$ cat config.mk
export PLATFORM = sky130hd
export DESIGN_NAME = uart_fifo_core
export DESIGN_NICKNAME = d
export VERILOG_FILES = /design/src/rtl/uart_fifo_core.sv
export SDC_FILE = /design/constraint.sdc
export NUM_CORES = 1
export LEC_CHECK = 0
export CAP_MARGIN = 40
export CORE_MARGIN = 3
export CORE_UTILIZATION = 61
export CTS_CLUSTER_SIZE = 40
export DETAILED_ROUTE_END_ITERATION = 10
export GPL_ROUTABILITY_DRIVEN = 0
export GPL_TIMING_DRIVEN = 1
export MAX_ROUTING_LAYER = met4
export PLACE_DENSITY = 0.9
export SYNTH_ARGS = -nofsm -noshare
export SYNTH_HDL_FRONTEND = slang
export SYNTH_SLANG_ARGS = --single-unit
$ cat constraint.sdc
create_clock -name sys_clk -period 3.5 [get_ports sys_clk]
set_clock_uncertainty 0.2 [all_clocks]
set_input_delay 0.7 -clock sys_clk [delete_from_list [all_inputs] [get_ports sys_clk]]
set_output_delay 0.7 -clock sys_clk [all_outputs]
set_load 0.05 [all_outputs]
$ cat src/rtl/uart_fifo_core.sv
`default_nettype none
// +----------------------------------------------------------------------+
// | uart_fifo_core : buffered UART, configurable framing, 16x RX, FIFOs   |
// | Revision       : 1.0                                                  |
// +----------------------------------------------------------------------+

module uart_fifo_buf #(
  parameter int WIDTH = 8,
  parameter int DEPTH = 16,
  parameter int LW    = $clog2(DEPTH) + 1
) (
  input  logic             clk,
  input  logic             rst_n,
  input  logic [WIDTH-1:0] wr_data,
  input  logic             wr_valid,
  output logic             wr_ready,
  output logic [WIDTH-1:0] rd_data,
  output logic             rd_valid,
  input  logic             rd_ready,
  output logic [LW-1:0]    level
);
  localparam int AW = $clog2(DEPTH);

  logic [WIDTH-1:0] mem_q [DEPTH];
  logic [AW-1:0]    wr_ptr_q, wr_ptr_d, rd_ptr_q, rd_ptr_d;
  logic [LW-1:0]    level_q, level_d;
  logic             push, pop;

  // Full/empty are judged from the registered level, so a pop never makes room for a same-cycle push.
  always_comb begin
    wr_ready = (level_q != LW'(DEPTH));
    rd_valid = (level_q != '0);
    push     = wr_valid && wr_ready;
    pop      = rd_ready && rd_valid;
    wr_ptr_d = wr_ptr_q + AW'(push);
    rd_ptr_d = rd_ptr_q + AW'(pop);
    level_d  = level_q + LW'(push) - LW'(pop);
    rd_data  = rd_valid ? mem_q[rd_ptr_q] : '0;
    level    = level_q;
  end

  always_ff @(posedge clk) begin
    if (push) mem_q[wr_ptr_q] <= wr_data;
  end

  always_ff @(posedge clk or negedge rst_n) begin
    if (!rst_n) begin
      wr_ptr_q <= '0;
      rd_ptr_q <= '0;
      level_q  <= '0;
    end else begin
      wr_ptr_q <= wr_ptr_d;
      rd_ptr_q <= rd_ptr_d;
      level_q  <= level_d;
    end
  end
endmodule

module uart_fifo_core #(
  parameter int CLK_FREQ   = 50000000,
  parameter int BAUD       = 115200,
  parameter int DATA_BITS  = 8,
  parameter int PARITY     = 0,
  parameter int STOP_BITS  = 1,
  parameter int FIFO_DEPTH = 16,
  parameter int LW         = $clog2(FIFO_DEPTH) + 1
) (
  input  logic                 sys_clk,
  input  logic                 rst_n,
  input  logic [DATA_BITS-1:0] tx_data,
  input  logic                 tx_valid,
  output logic                 tx_ready,
  output logic                 tx,
  output logic                 tx_busy,
  input  logic                 rx,
  output logic [DATA_BITS-1:0] rx_data,
  output logic                 rx_valid,
  input  logic                 rx_ready,
  output logic                 rx_frame_err,
  output logic                 rx_parity_err,
  output logic                 rx_overrun,
  input  logic                 err_clear,
  output logic [LW-1:0]        tx_level,
  output logic [LW-1:0]        rx_level
);
  localparam int             DIV       = CLK_FREQ / (BAUD * 16);
  localparam int             DW        = $clog2(DIV);
  localparam logic [DW-1:0]  DIV_LAST  = DW'(DIV - 1);
  localparam logic [2:0]     LAST_BIT  = 3'(DATA_BITS - 1);
  localparam logic           LAST_STOP = 1'(STOP_BITS - 1);
  localparam logic           PAR_ODD   = 1'(PARITY == 2);

  typedef enum logic [2:0] {
    ST_IDLE, ST_START, ST_DATA, ST_PARITY, ST_STOP, ST_BREAK
  } state_t;

  // ---------------- tick generator ----------------
  logic [DW-1:0] tick_cnt_q, tick_cnt_d;
  logic          tick;

  always_comb begin
    tick       = (tick_cnt_q == DIV_LAST);
    tick_cnt_d = tick ? '0 : tick_cnt_q + DW'(1);
  end

  // ---------------- FIFOs ----------------
  logic [DATA_BITS-1:0] tx_head;
  logic                 tx_head_valid, tx_pop;
  logic                 rx_push, rx_fifo_ready;
  logic [DATA_BITS-1:0] rx_shift_q, rx_shift_d;

  uart_fifo_buf #(.WIDTH(DATA_BITS), .DEPTH(FIFO_DEPTH), .LW(LW)) u_tx_fifo (
    .clk(sys_clk), .rst_n(rst_n),
    .wr_data(tx_data), .wr_valid(tx_valid), .wr_ready(tx_ready),
    .rd_data(tx_head), .rd_valid(tx_head_valid), .rd_ready(tx_pop),
    .level(tx_level)
  );

  uart_fifo_buf #(.WIDTH(DATA_BITS), .DEPTH(FIFO_DEPTH), .LW(LW)) u_rx_fifo (
    .clk(sys_clk), .rst_n(rst_n),
    .wr_data(rx_shift_q), .wr_valid(rx_push), .wr_ready(rx_fifo_ready),
    .rd_data(rx_data), .rd_valid(rx_valid), .rd_ready(rx_ready),
    .level(rx_level)
  );

  // ---------------- transmitter ----------------
  state_t               tx_state_q, tx_state_d;
  logic [3:0]           tx_smp_q, tx_smp_d;
  logic [2:0]           tx_bit_q, tx_bit_d;
  logic                 tx_stop_q, tx_stop_d;
  logic [DATA_BITS-1:0] tx_shift_q, tx_shift_d;
  logic                 tx_par_q, tx_par_d;
  logic                 tx_q, tx_d;
  logic                 tx_load;

  always_comb begin
    tx_state_d = tx_state_q;
    tx_smp_d   = tx_smp_q;
    tx_bit_d   = tx_bit_q;
    tx_stop_d  = tx_stop_q;
    tx_shift_d = tx_shift_q;
    tx_par_d   = tx_par_q;
    tx_d       = tx_q;
    tx_pop     = 1'b0;
    tx_load    = 1'b0;
    if (tick) begin
      tx_smp_d = tx_smp_q + 4'd1;
      unique case (tx_state_q)
        ST_IDLE: tx_load = tx_head_valid;
        ST_START: begin
          if (tx_smp_q == 4'd15) begin
            tx_state_d = ST_DATA;
            tx_bit_d   = '0;
            tx_d       = tx_shift_q[0];
          end
        end
        ST_DATA: begin
          if (tx_smp_q == 4'd15) begin
            if (tx_bit_q == LAST_BIT) begin
              tx_stop_d = 1'b0;
              if (PARITY != 0) begin
                tx_state_d = ST_PARITY;
                tx_d       = tx_par_q;
              end else begin
                tx_state_d = ST_STOP;
                tx_d       = 1'b1;
              end
            end else begin
              tx_bit_d   = tx_bit_q + 3'd1;
              tx_shift_d = tx_shift_q >> 1;
              tx_d       = tx_shift_q[1];
            end
          end
        end
        ST_PARITY: begin
          if (tx_smp_q == 4'd15) begin
            tx_state_d = ST_STOP;
            tx_d       = 1'b1;
          end
        end
        ST_STOP: begin
          if (tx_smp_q == 4'd15) begin
            if (tx_stop_q == LAST_STOP) begin
              tx_state_d = ST_IDLE;
              tx_load    = tx_head_valid;
            end else begin
              tx_stop_d = tx_stop_q + 1'b1;
            end
          end
        end
        default: tx_state_d = ST_IDLE;
      endcase
      // A queued word chains straight into the next start bit.
      if (tx_load) begin
        tx_pop     = 1'b1;
        tx_shift_d = tx_head;
        tx_par_d   = (^tx_head) ^ PAR_ODD;
        tx_smp_d   = '0;
        tx_state_d = ST_START;
        tx_d       = 1'b0;
      end
    end
  end

  assign tx      = tx_q;
  assign tx_busy = (tx_state_q != ST_IDLE) || tx_head_valid;

  // ---------------- receiver ----------------
  logic                 rx_meta_q, rx_sync_q, rx_prev_q;
  state_t               rx_state_q, rx_state_d;
  logic [DW-1:0]        rx_div_q, rx_div_d;
  logic [3:0]           rx_smp_q, rx_smp_d;
  logic [1:0]           rx_ones_q, rx_ones_d;
  logic [2:0]           rx_bit_q, rx_bit_d;
  logic                 rx_stop_q, rx_stop_d;
  logic                 rx_par_q, rx_par_d;
  logic                 rx_bad_q, rx_bad_d;
  logic                 rx_tick, rx_vote;
  logic                 fe_set, pe_set, ov_set;
  logic                 fe_q, fe_d, pe_q, pe_d, ov_q, ov_d;

  always_comb begin
    rx_state_d = rx_state_q;
    rx_div_d   = rx_div_q;
    rx_smp_d   = rx_smp_q;
    rx_ones_d  = rx_ones_q;
    rx_bit_d   = rx_bit_q;
    rx_stop_d  = rx_stop_q;
    rx_par_d   = rx_par_q;
    rx_bad_d   = rx_bad_q;
    rx_shift_d = rx_shift_q;
    rx_push    = 1'b0;
    fe_set     = 1'b0;
    pe_set     = 1'b0;
    ov_set     = 1'b0;
    rx_tick    = (rx_div_q == DIV_LAST);
    rx_vote    = (rx_ones_q + {1'b0, rx_sync_q}) >= 2'd2;
    if (rx_state_q == ST_IDLE) begin
      rx_div_d  = '0;
      rx_smp_d  = '0;
      rx_ones_d = '0;
      rx_bad_d  = 1'b0;
      if (rx_prev_q && !rx_sync_q) rx_state_d = ST_START;
    end else if (rx_state_q == ST_BREAK) begin
      if (rx_sync_q) rx_state_d = ST_IDLE;
    end else begin
      rx_div_d = rx_tick ? '0 : rx_div_q + DW'(1);
      if (rx_tick) begin
        rx_smp_d = rx_smp_q + 4'd1;
        if (rx_smp_q == 4'd6 || rx_smp_q == 4'd7) rx_ones_d = rx_ones_q + {1'b0, rx_sync_q};
        // Third of three mid-bit samples: resolve the bit by majority.
        if (rx_smp_q == 4'd8) begin
          rx_ones_d = '0;
          unique case (rx_state_q)
            ST_START:  if (rx_vote) rx_state_d = ST_IDLE;
            ST_DATA:   rx_shift_d = {rx_vote, rx_shift_q[DATA_BITS-1:1]};
            ST_PARITY: rx_par_d = rx_vote;
            ST_STOP: begin
              if (rx_stop_q == LAST_STOP) begin
                rx_state_d = ST_IDLE;
                if (rx_bad_q || !rx_vote) begin
                  fe_set     = 1'b1;
                  rx_state_d = ST_BREAK;
                end else if (PARITY != 0 && (rx_par_q != ((^rx_shift_q) ^ PAR_ODD))) begin
                  pe_set = 1'b1;
                end else if (!rx_fifo_ready) begin
                  ov_set = 1'b1;
                end else begin
                  rx_push = 1'b1;
                end
              end else if (!rx_vote) begin
                rx_bad_d = 1'b1;
              end
            end
            default: rx_state_d = ST_IDLE;
          endcase
        end
        if (rx_smp_q == 4'd15) begin
          unique case (rx_state_q)
            ST_START: begin
              rx_state_d = ST_DATA;
              rx_bit_d   = '0;
            end
            ST_DATA: begin
              if (rx_bit_q == LAST_BIT) begin
                rx_state_d = (PARITY != 0) ? ST_PARITY : ST_STOP;
                rx_stop_d  = 1'b0;
              end else begin
                rx_bit_d = rx_bit_q + 3'd1;
              end
            end
            ST_PARITY: begin
              rx_state_d = ST_STOP;
              rx_stop_d  = 1'b0;
            end
            ST_STOP: rx_stop_d = rx_stop_q + 1'b1;
            default: rx_state_d = ST_IDLE;
          endcase
        end
      end
    end
    // A new error wins over a same-cycle clear.
    fe_d = fe_set || (fe_q && !err_clear);
    pe_d = pe_set || (pe_q && !err_clear);
    ov_d = ov_set || (ov_q && !err_clear);
  end

  assign rx_frame_err  = fe_q;
  assign rx_parity_err = pe_q;
  assign rx_overrun    = ov_q;

  always_ff @(posedge sys_clk or negedge rst_n) begin
    if (!rst_n) begin
      tick_cnt_q <= '0;
      tx_state_q <= ST_IDLE;
      tx_smp_q   <= '0;
      tx_bit_q   <= '0;
      tx_stop_q  <= 1'b0;
      tx_shift_q <= '0;
      tx_par_q   <= 1'b0;
      tx_q       <= 1'b1;
      rx_meta_q  <= 1'b1;
      rx_sync_q  <= 1'b1;
      rx_prev_q  <= 1'b1;
      rx_state_q <= ST_IDLE;
      rx_div_q   <= '0;
      rx_smp_q   <= '0;
      rx_ones_q  <= '0;
      rx_bit_q   <= '0;
      rx_stop_q  <= 1'b0;
      rx_par_q   <= 1'b0;
      rx_bad_q   <= 1'b0;
      rx_shift_q <= '0;
      fe_q       <= 1'b0;
      pe_q       <= 1'b0;
      ov_q       <= 1'b0;
    end else begin
      tick_cnt_q <= tick_cnt_d;
      tx_state_q <= tx_state_d;
      tx_smp_q   <= tx_smp_d;
      tx_bit_q   <= tx_bit_d;
      tx_stop_q  <= tx_stop_d;
      tx_shift_q <= tx_shift_d;
      tx_par_q   <= tx_par_d;
      tx_q       <= tx_d;
      rx_meta_q  <= rx;
      rx_sync_q  <= rx_meta_q;
      rx_prev_q  <= rx_sync_q;
      rx_state_q <= rx_state_d;
      rx_div_q   <= rx_div_d;
      rx_smp_q   <= rx_smp_d;
      rx_ones_q  <= rx_ones_d;
      rx_bit_q   <= rx_bit_d;
      rx_stop_q  <= rx_stop_d;
      rx_par_q   <= rx_par_d;
      rx_bad_q   <= rx_bad_d;
      rx_shift_q <= rx_shift_d;
      fe_q       <= fe_d;
      pe_q       <= pe_d;
      ov_q       <= ov_d;
    end
  end
endmodule

`default_nettype wire

# Word level (Yosys, flattened, before mapping)
# Memory sizes are Yosys's and may differ from the RTL's.
# Cells that the tools add are included.
dict set report word_totals {
  reg_bits 84
  ramBits 256
  inputBits 14
  wordCells 234
  mem_count 2
}
dict set report classes {
  add_sub_neg 17
  n_lt_le_gt_ge 1
  eq_ne 39
  n_mux 99
  bitwise 2
  reduce_logical 47
}
# memory words word_bits rd rd_clocked_by_memory_dff wr line
set mem_list {}
lappend mem_list {u_rx_fifo.mem_q 16 8 1 0 1 24} ;# logic [WIDTH-1:0] mem_q [DEPTH];
lappend mem_list {u_tx_fifo.mem_q 16 8 1 0 1 24}
# cell count
set op_table {}
lappend op_table {{3-bit 2-to-1 mux} 22}
lappend op_table {{1-bit 2-to-1 mux} 49}
lappend op_table {{8-bit 2-to-1 mux} 6}
lappend op_table {{3-bit != test, second input constant} 7}
lappend op_table {{5-bit 2-to-1 mux} 4}
lappend op_table {{5-bit AND reduction} 4}
lappend op_table {{2-bit != test, second input constant} 9}
lappend op_table {{6-bit AND reduction} 3}
lappend op_table {{2-bit nonzero test} 9}
lappend op_table {{4-bit by 1-bit adder with 4-bit output} 4}
lappend op_table {{4-bit 2-to-1 mux} 4}
lappend op_table {{3-bit equality test, second input constant} 5}
lappend op_table {{3-bit case mux with 5 select lines} 1}
lappend op_table {{3-bit by 2-bit equality test with 1-bit output, second input constant} 4}
lappend op_table {{4-bit equality test, second input constant} 3}
lappend op_table {{3-bit case mux with 2 select lines} 2}
lappend op_table {{3-bit case mux with 4 select lines} 1}
lappend op_table {{3-bit nonzero test} 4}
lappend op_table {{5-bit by 1-bit adder with 5-bit output} 2}
lappend op_table {{5-bit by 1-bit adder with 5-bit output, second input constant} 2}
lappend op_table {{5-bit equality test, second input constant} 2}
lappend op_table {{2-bit 2-to-1 mux} 5}
lappend op_table {{5-bit != test, second input constant} 2}
lappend op_table {{5-bit nonzero test} 2}
lappend op_table {{other kinds (23)} 49}

# Logic depth before layout (Yosys ltp)
dict set report logic_depth {
  ltp_word 14
  depth_mapped 17
  ltp_nobuf 16
}

# By module
# A second synthesis with hierarchy kept.
dict set report hier_totals {
  hier_cells 858
  hier_area_um2 14700.3
}
# module instances cells_per_inst area_each_um2
set by_module_without_submodules {}
lappend by_module_without_submodules {uart_fifo_buf 2 280 5745.5}
lappend by_module_without_submodules {uart_fifo_core 1 298 3209.3}

# Least setup slack after synthesis
# Ideal clock, no wire load.
dict set report synth_path {
  path_type {reg2reg}
  from {reg u_tx_fifo.level_q[2] (netlist: u_tx_fifo.level[2])}
  to {mem u_tx_fifo.mem_q[0][0] (enable)}
  setup_ps 383
  t_arrival_ps 2855
  setup_slack_ps 61
  stages_incl_launch_ff 8
  n_path_buf 1
  cell_sequence {dfrtp_1 inv_1 ha_1 nand4_1 and2_1 clkbuf_1 or3b_2 nor3_1}
}
dict set report synth_via {
  elab_chain_cells 4
}
# item line
set synth_lines {}
lappend synth_lines {{start: declaration} 26} ;# logic [LW-1:0] level_q, level_d;
lappend synth_lines {{start signal: assignment} 54} ;# level_q <= level_d;
lappend synth_lines {{5-bit != test} 31} ;# wr_ready = (level_q != LW'(DEPTH));
lappend synth_lines {{named net tx_ready} 72} ;# output logic tx_ready,
lappend synth_lines {{1-bit logical AND} 33} ;# push = wr_valid && wr_ready;
lappend synth_lines {{1-bit 2-to-1 mux} 43} ;# if (push) mem_q[wr_ptr_q] <= wr_data;
lappend synth_lines {{1-bit 2-to-1 mux (not written as such)} 43}
lappend synth_lines {{end: declaration} 24}
# The timed path passes the listed nets, and every way through them passes these cells.

# Final worst setup path
dict set report layout_path {
  from {reg u_rx_fifo.rd_ptr_q[0]}
  to {out rx_data[3]}
}
dict set report layout_via {
  elab_chain_cells 2
}
# item line
set layout_lines {}
lappend layout_lines {{start: declaration} 25} ;# logic [AW-1:0] wr_ptr_q, wr_ptr_d, rd_ptr_q, rd_ptr_d;
lappend layout_lines {{start signal: assignment} 53} ;# rd_ptr_q <= rd_ptr_d;
lappend layout_lines {{memory 16 x 8 bit} --}
lappend layout_lines {{8-bit 2-to-1 mux} 38} ;# rd_data = rd_valid ? mem_q[rd_ptr_q] : '0;
lappend layout_lines {{end: declaration} 76} ;# output logic [DATA_BITS-1:0] rx_data,
# No other way between the ends.

==> flow_summary.ini <==
[run]
maxCapViolCount = 0

[global_route]
grt_max_degree = 71
met1_usage_pct = 34.66
use_met2_pct = 41.80
grt_pass1_wl_um = 50050
grt_use_met3_pct = 3.850
grt_busiest_layer = met2
grt-ovfl-total = 0
grt_pass1_vias = 8651
antenna_found_initial = 0
track_usage_pct = 26.05

[cells_and_area]
num-fill-cells = 1331
multiInputGateArea_mm2 = 0.004227
drive_gt1_share_pct = 17.49
fin_cells = 1331
diodes = 0
seq_area_mm2 = 0.009773
area_growth_pct = 15.31
final_nets = 1042

[clocking]
cts_tree = yes
cts_max_level = 2
cts_buffers = 35
clk_pin_slew_ns = 0.06
clk_latency_ns = 0.52
cts_sinks = 339
clockBufferDepth = 3
cts_root_buffer = clkbuf_16

[floorplanning]
ioPinCount = 39
dieArea_mm2 = 0.02530
die_x_um = 159.1
start_util_pct = 62.55
rows = 55
die_h_um = 159.1
core_area_mm2 = 0.02285

[synthesis]
syn_inst = 905
synth-main-ff-cell = edfxtp_1
synth.most_common_cell = edfxtp_1
yosysTopAreaCell = edfxtp_1
ys.warnings.count = 0
ys_seq_elements = 339
syn_area_mm2 = 0.01429
synth_area_leaders = edfxtp_1, dfrtp_1, mux4_2, mux2i_1, ha_1
ys_top_cells_by_count = edfxtp_1, dfrtp_1, nor2_1, nand2_1, mux4_2
syn_area_per_cell_um2 = 15.79
synth_edf_count = 256
syn_nets = 954
ys_types = 69
async_reset_ff_share_pct = 24.48
synth_top_area_share_pct = 53.79
ys_seq_area_share_pct = 68.36

[timing]
slew_headroom_pct = 46.01
rsz0062_at_grt = no
hold_slack_ns = 0.1605
finalSetupTns_ns = 0
finalCritPeriodShare_pct = 97.59
finalHoldViolations = 0
setup_viol = 0
tightest_slew_ns = 0.8099
maxSlewViolCount = 0
worst_slack_ns = 0.08438
fin_crit_ns = 3.416
fmaxAchievable_mhz = 292.8

[drt]
avgViaCountPerCell = 6.495
wirelength_um = 31980
final_antenna_net_count = 0
post-route-drc-count = 0
initialDrtViolationCount = 1197
vias = 8645
first_pass_iters = 6
wl_per_cell_um = 24.02

[setup_path]
critical_path_class = reg2out
cp_max_fo = 6
cp_num_buf_inv = 2
path_delay_family = multiplexers
crit_required_ns = 2.60
worst_setup_path_end_kind = primary output
crit_slowest_cell = dfrtp_4
path_cells = buf_12 -> mux4_2 -> mux4_2 -> and2_1 -> buf_4
cpPeakStageDelay_ns = 0.50
startpoint_type = flop
cpMostUsedCell = mux4_2
cp.arrival_ns = 2.52

[power_and_ir_drop]
vdd_drop_max_mv = 0.5000
power.total_uw = 11250
p_per_area_mw_per_mm2 = 682.6
leakagePower_uw = 0.005712

[placement]
pre_cts_ws_ns = 0.2344
dpl.cell_count = 1264
port_buffers = 38
dpl.hpwl_um = 19620

[run_status]
status = complete, no violations

[min_path]
hold_path_class = reg2reg
==> final timing paths <==
path                                            start                  to  slack (ns)  cells past startpoint
worst max-delay path            u_rx_fifo.rd_ptr_q[0]          rx_data[3]        0.08                      5
worst max register to register     u_tx_fifo.level[3]  u_tx_fifo.level[4]        0.28                     16
worst min register to register              rx_meta_q           rx_sync_q        0.16                      0
min in group asynchronous                       rst_n  u_rx_fifo.level[1]        0.39                      2
max in group asynchronous                       rst_n                  tx        2.01                      3
worst min-delay path                        rx_meta_q           rx_sync_q        0.16                      0
==> cells in the final DEF (no fill, tap or decap), types with 12 or more instances in the layout <==
cell	Yosys	final
a21oi_1	26	26
buf_4	1	46
clkbuf_1	16	14
clkbuf_16	0	36
clkdlybuf4s50_1	0	29
dfrtp_1	79	78
edfxtp_1	256	256
ha_1	33	33
inv_1	32	32
mux2i_1	44	44
mux4_2	47	47
nand2_1	49	48
nand3_1	23	23
nor2_1	60	60
nor3_1	14	14
o21ai_0	44	44
xnor2_1	12	12
xor2_1	12	12
==> metrics by stage <==
stage          instance area (um^2)  utilization (%)
5_1_grt                       16480            72.13
4_1_cts                       16410            71.85
3_5_place_dp                  15290            66.93
2_1_floorplan                 14290                -
3_3_place_gp                  15290            66.93
6_report                      16480            72.13
==> worst register-to-register path: cells and delay by family, from the launching register on <==
kind	cells	cell delay, ns
buffers and inverters	4	0.33
AOI/OAI and AO/OA	1	0.06
adders and majority gates	4	1.09
DFF	1	0.41
and+or+nand+nor	6	0.89
xor gates and xnor gates	1	0.11
==> metal layers <==
metal	up-vias	wire length [um]
met1	4337	12280
met4	0	1098
met5	-	0
li1	3672	-
met3	109	2672
met2	527	15920
==> state kept, by name, indices dropped and copies added (netlist names), 5 cells and up <==
signal	flops
rx_shift_q	8
u_rx_fifo.level	5
u_tx_fifo.level	5
u_tx_fifo.mem_q	128
rx_div_q	5
tick_cnt_q	5
u_rx_fifo.mem_q	128
tx_shift_q	8
==> power breakdown <==
part	internal (uW)	switching [uW]
clock	2110	1460
combinational	1150	1540
sequential	4650	342
total	7910	3340
==> layout make-up <==
cell class | count | share of cell area, %
Sequential cell | 339 | 59.30
Multi-Input combinational cell | 497 | 25.65
Clock buffer | 53 | 6.036
Timing Repair Buffer | 88 | 5.269
Tap cell | 313 | 2.376
Inverter | 32 | 0.7289
Clock inverter | 9 | 0.6378
==> cells by family after synthesis <==
family          Yosys count  share of synthesized area [%]
compound gates          136                          6.365
xor+xnor                 24                          1.471
fa+ha+maj                35                          3.169
buf+inv                  69                          2.163
flops                   339                          68.36
mux                     101                          11.28
simple gates            201                          7.197
==> timing repair <==
item / in CTS / in global routing
pin swaps: 0 / 0
endpoints found under the setup margin: 8 / 6
hold buffers: 1 / 0
endpoints found under the hold margin: 12 / 0
resized for setup: 1 / 4
buffers inserted: 1 / 3
Note: power is estimated with default switching activity, not from simulation.
